===== src/rtl/buffer_skew_controller.sv =====
// buffer_skew_controller: sequences load/diagonal-drain of ARR_SIZE row buffers; BUF_CTRL_STALL_EN adds a drain stall input.
module buffer_skew_controller #(
  parameter int ARR_SIZE    = 4,
  parameter int QUEUE_DEPTH = ARR_SIZE * 2,
  parameter int ADDR_WIDTH  = $clog2(QUEUE_DEPTH)
) (
  input  logic                    clk,
  input  logic                    rst,
`ifdef BUF_CTRL_STALL_EN
  input  logic                    stall,
`endif
  input  logic                    start,
  input  logic [ADDR_WIDTH:0]     len,
  input  logic                    in_valid,
  output logic                    in_ready,
  output logic [2*ARR_SIZE-1:0]   buf_state,
  output logic                    busy,
  output logic                    done,
  output logic                    err
);
  localparam int TW = $clog2(QUEUE_DEPTH + ARR_SIZE) + 1;
  typedef enum logic [1:0] {IDLE, LOAD, DRAIN, FIN} state_t;
  state_t state, next;
  logic [ADDR_WIDTH:0] len_q, load_cnt;
  logic [TW-1:0] t;
  logic stall_i, legal, take, beat, last_beat, run, drain_end;
  logic [2*ARR_SIZE-1:0] pop_bs, bs_next;
`ifdef BUF_CTRL_STALL_EN
  assign stall_i = stall;
`else
  assign stall_i = 1'b0;
`endif
  assign legal     = len != '0 && len <= (ADDR_WIDTH+1)'(QUEUE_DEPTH);
  // the done cycle is still observably FIN, so a start there is ignored too
  assign take      = state == IDLE && start && !done;
  assign beat      = state == LOAD && in_valid;
  assign last_beat = beat && load_cnt + 1'b1 == len_q;
  assign run       = state == DRAIN && !stall_i;
  assign drain_end = run && t == TW'(len_q) + TW'(ARR_SIZE) - TW'(2);
  for (genvar i = 0; i < ARR_SIZE; i++) begin : g_lane
    assign pop_bs[2*i+:2] = {run && t >= TW'(i) && t < TW'(i) + TW'(len_q), 1'b0};
  end
  assign bs_next = beat ? {ARR_SIZE{2'b01}} : pop_bs;
  always_comb
    next = state == IDLE  ? (take && legal ? LOAD : IDLE) :
           state == LOAD  ? (last_beat ? DRAIN : LOAD) :
           state == DRAIN ? (drain_end ? FIN : DRAIN) : IDLE;
  always_ff @(posedge clk) begin
    if (rst) begin
      state     <= IDLE;
      in_ready  <= 1'b0;
      buf_state <= '0;
      busy      <= 1'b0;
      done      <= 1'b0;
      err       <= 1'b0;
      len_q     <= '0;
      load_cnt  <= '0;
      t         <= '0;
    end else begin
      state     <= next;
      in_ready  <= next == LOAD;
      busy      <= next != IDLE || state == FIN;
      done      <= state == FIN;
      err       <= take && !legal;
      buf_state <= bs_next;
      if (take && legal) begin
        len_q    <= len;
        load_cnt <= '0;
        t        <= '0;
      end
      if (beat) load_cnt <= load_cnt + 1'b1;
      if (run) t <= t + 1'b1;
    end
  end
endmodule


===== config.mk =====
export PLATFORM = sky130hd
export DESIGN_NAME = buffer_skew_controller
export DESIGN_NICKNAME = d
export VERILOG_FILES = /design/src/rtl/buffer_skew_controller.sv
export SDC_FILE = /design/constraint.sdc
export NUM_CORES = 1
export LEC_CHECK = 0
export CELL_PAD_IN_SITES_DETAIL_PLACEMENT = 1
export CELL_PAD_IN_SITES_GLOBAL_PLACEMENT = 1
export CORE_MARGIN = 5
export CORE_UTILIZATION = 35
export CTS_CLUSTER_SIZE = 14
export DETAILED_ROUTE_END_ITERATION = 8
export GPL_TIMING_DRIVEN = 0
export PLACE_DENSITY = 0.75
export SLEW_MARGIN = 15
export SYNTH_ARGS = -nofsm -noshare
export SYNTH_HDL_FRONTEND = slang
export SYNTH_SLANG_ARGS = --single-unit
export TNS_END_PERCENT = 30

===== constraint.sdc =====
create_clock -name clk -period 2.84 [get_ports clk]
set_clock_uncertainty 0.15 [all_clocks]
set_input_delay 0.568 -clock clk [delete_from_list [all_inputs] [get_ports clk]]
set_output_delay 0.568 -clock clk [all_outputs]
set_load 0.005 [all_outputs]

==> flow_summary_export.csv <==
group,metric,value,unit
drt,drc_errors,0,
clock_tree,total_setup_buffers_inserted_after_cts,0,
place,placement.io_buffers,19,
yosys,synth_edf_count,0,
floorplan,die_width,77.9,um
clock_tree,cts_made_buffers,3,
clock_tree,htree_levels,1,
timing,final-hold-violation-count,0,
critical_path,critical_path.startpoint_type,"flip-flop",
clock_tree,clkSinkCount,24,
critical_path,path_max_fanout,7,
yosys,synthesis.area,0.00161,sq mm
pwr,post-layout-total-power,0.000712,W
critical_path,category_of_the_critical_setup_timing_path,"reg2reg",
drt,routedWlPerCell,14.1,um
drt,drt_pass1_iterations,4,
cells_and_area,seqCellArea,480,sq um
timing,setup-tns-final,0,ns
critical_path,worst_setup_path_end_kind,"flip-flop",
drt,num_vias,1316,
pwr,ir_worst_vdd,247,uV
clock_tree,cts_resized,0,
yosys,synthArstFlopShare,0,%
yosys,ys_dominant_reg_cell,"dfxtp_1",
hold_path,worstHoldPathType,"reg2reg",
cells_and_area,filler_cell_count_in_the_final_layout,522,
global_routing,grt.overflow.total,0,
timing,fmax,418,MHz
drt,final_antenna_net_count,0,
timing,timing.final.setup_violations,0,
timing,timing_max_transition_violations_final,0,
yosys,synth_area_per_cell,9.12,sq um
timing,maxSlewHeadroom,66.6,%
global_routing,globalRouteTotalUtil,12.7,%
yosys,synth-seq-cells,24,
timing,min_period_over_period,84.2,%
floorplan,die_area,0.00607,sq mm
global_routing,grt_max_degree,14,
drt,drt_iter0_markers,42,
timing,rsz0062_at_grt,"no",
clock_tree,cts_tree,"done",
timing,period_needed,2.39,ns
cells_and_area,post_route_cells_drive_above_1_share,12.5,%
drt,wirelength,3560,um
global_routing,first_global_vias,1439,
drt,detail_route.vias_per_cell,5.22,
yosys,synthesis.nets,210,
clock_tree,cts.root.buffer_cell,"clkbuf_8",
clock_tree,post_cts_hold_buffer_count,0,
pwr,leakage_power_summed_over_all_cells,0.792,nW
critical_path,critical_path_arrival,2.40,ns
floorplan,num_io_pins,20,
place,place.gp.congestion,0.741,
floorplan,placeableCoreArea,0.00441,sq mm
cells_and_area,design.final.nets,234,
job,number_of_violations_of_the_max_capacitance_limit,0,
critical_path,reg_to_reg_critical_path_endpoint,"buf_state[3]$_SDFF_PP0_",
hold_path,hold-path-endpoint,"load_cnt[1]$_SDFFE_PP0P_",
place,dpl.hpwl,2840,um
global_routing,grt_first_pass_wirelength,6510,um
critical_path,r2r-start,"len_q[1]$_SDFFE_PP0P_",
hold_path,hold_depth,2,
outcome,outcome,"completed",
yosys,synth-seq-area-share,29.8,%
critical_path,critPathRequiredTime,2.85,ns
clock_tree,insertion_delay,0.27,ns
floorplan,start_util,36.6,%
critical_path,r2r_setup_slack,0.45,ns
critical_path,reg2regPathDepth,9,
yosys,synthCells,177,
floorplan,die_height,77.9,um
yosys,yosys_warnings,0,
timing,max_slew.worst_pin.slew,0.502,ns
clock_tree,clockBufferDepth,2,
cells_and_area,antenna_cells_inserted,0,
yosys,yosysUniqueCellTypes,41,
clock_tree,path_clk_slew,0.09,ns
hold_path,hold_path.startpoint,"load_cnt[1]$_SDFFE_PP0P_",
cells_and_area,layout.core_utilization,43.6,%
global_routing,number_of_antenna_violations_at_the_first_check_in_global_routing,0,
cells_and_area,total_area_of_multi_input_combinational_cells,0.00106,sq mm
cells_and_area,areaGrowthSynthToFinish,19.2,%
pwr,power_density_relative_to_cell_area,370,mW/mm^2
floorplan,std_cell_rows,24,
==> report_power, final <==
group,switching (W),total (W),internal (W)
logic,0.0000597,0.000121,0.0000613
clock network,0.000111,0.000235,0.000124
registers,0.0000108,0.000357,0.000346
total,0.000181,0.000712,0.000531
==> worst max path at each step <==
stage / start / cells after the start / to / slack [ns]
detailed placement: len_q[1]$_SDFFE_PP0P_ / 9 / buf_state[3]$_SDFF_PP0_ / 0.44
global route: len_q[1]$_SDFFE_PP0P_ / 8 / buf_state[7]$_SDFF_PP0_ / 0.24
global placement: len_q[1]$_SDFFE_PP0P_ / 9 / buf_state[3]$_SDFF_PP0_ / 0.46
CTS: len_q[1]$_SDFFE_PP0P_ / 9 / buf_state[3]$_SDFF_PP0_ / 0.40
finish: len_q[1]$_SDFFE_PP0P_ / 9 / buf_state[3]$_SDFF_PP0_ / 0.45
floorplan: len_q[1]$_SDFFE_PP0P_ / 9 / buf_state[3]$_SDFF_PP0_ / 0.72
==> cells in the final DEF, fill, tap and decap left out, drive strengths merged, types with 5 or more instances in the layout <==
cell,netlist,final
xnor2,9,9
nand3,5,5
nand2b,7,7
clkdlybuf4s50,0,19
nor3,6,6
inv,7,7
clkbuf,2,6
ha,25,25
o21ai,11,11
nand2,5,5
a21oi,17,17
dfxtp,24,24
nor2,18,18
buf,6,6
==> worst max-delay path: stages, from the launching register on <==
cell       delay [ns]
dfxtp_1          0.50
inv_1            0.14
ha_1             0.32
inv_1            0.05
ha_1             0.26
nor2b_1          0.13
o21a_1           0.17
o21ai_1          0.12
nand2b_1         0.08
a2111oi_1        0.37
==> cell families after synthesis <==
kind of cell	after synthesis	synth area share (%)
AND/OR/NAND/NOR	60	22.6
AO/OA/AOI/OAI	38	14.9
adder cells (fa/ha/maj)	25	19.4
flip-flops	24	29.8
buffers and inverters	15	4.50
XOR/XNOR	12	6.98
multiplexers	3	1.86
==> cells in the mapped netlist (2+ instances only) <==
cell type	count	area (sq um)
ha_1	25	313
dfxtp_1	24	480
nor2_1	18	67.6
a21oi_1	14	70.1
xnor2_1	8	70.1
inv_1	7	26.3
nand2b_1	7	43.8
o21ai_0	6	30.0
nand3_1	5	25.0
o21ai_1	5	25.0
nand2_1	4	15.0
a21oi_2	3	26.3
a31oi_1	3	18.8
and3_1	3	18.8
buf_2	3	15.0
buf_4	3	22.5
mux2i_1	3	30.0
nand4_1	3	18.8
nor2b_1	3	18.8
nor3_2	3	30.0
xor2_1	3	26.3
a2111oi_1	2	20.0
nor3_1	2	10.0
o21a_1	2	15.0
or3_1	2	12.5
==> metrics by stage <==
stage	cell area, sq um	setup WS [ns]	std cells	hold slack (ns)
after global placement	1870	0.461	248	0.329
after global routing	1920	0.243	252	0.402
after detailed placement	1870	0.445	248	0.341
after CTS	1920	0.400	252	0.354
after floorplan	1610	0.721	177	0.315
final	1920	0.450	252	0.353
==> layer usage <==
layer  share of wire [%]  vias to the layer above  track usage [%]
met4                0.56                        0             1.86
met2                  50                       17             22.7
met3                 3.0                        4             2.31
met1                  46                      628             16.1
li1                    -                      667                -
met5                   0                        -                0
==> area by class of cell <==
| type | count | area share (%) |
|---|---|---|
| Sequential cell | 24 | 25.0 |
| Multi-Input combinational cell | 138 | 55.1 |
| Buffer | 8 | 2.41 |
| Clock buffer | 4 | 2.86 |
| Timing Repair Buffer | 19 | 9.88 |
| Tap cell | 52 | 3.38 |
| Inverter | 7 | 1.37 |
==> flip-flops by register name (all words and copies together) (netlist names) <==
signal,flops
buf_state,5
busy,1
done,1
err,1
in_ready,1
len_q,4
load_cnt,4
state,2
t,5
No activity file was read; power rests on OpenSTA's default activity.
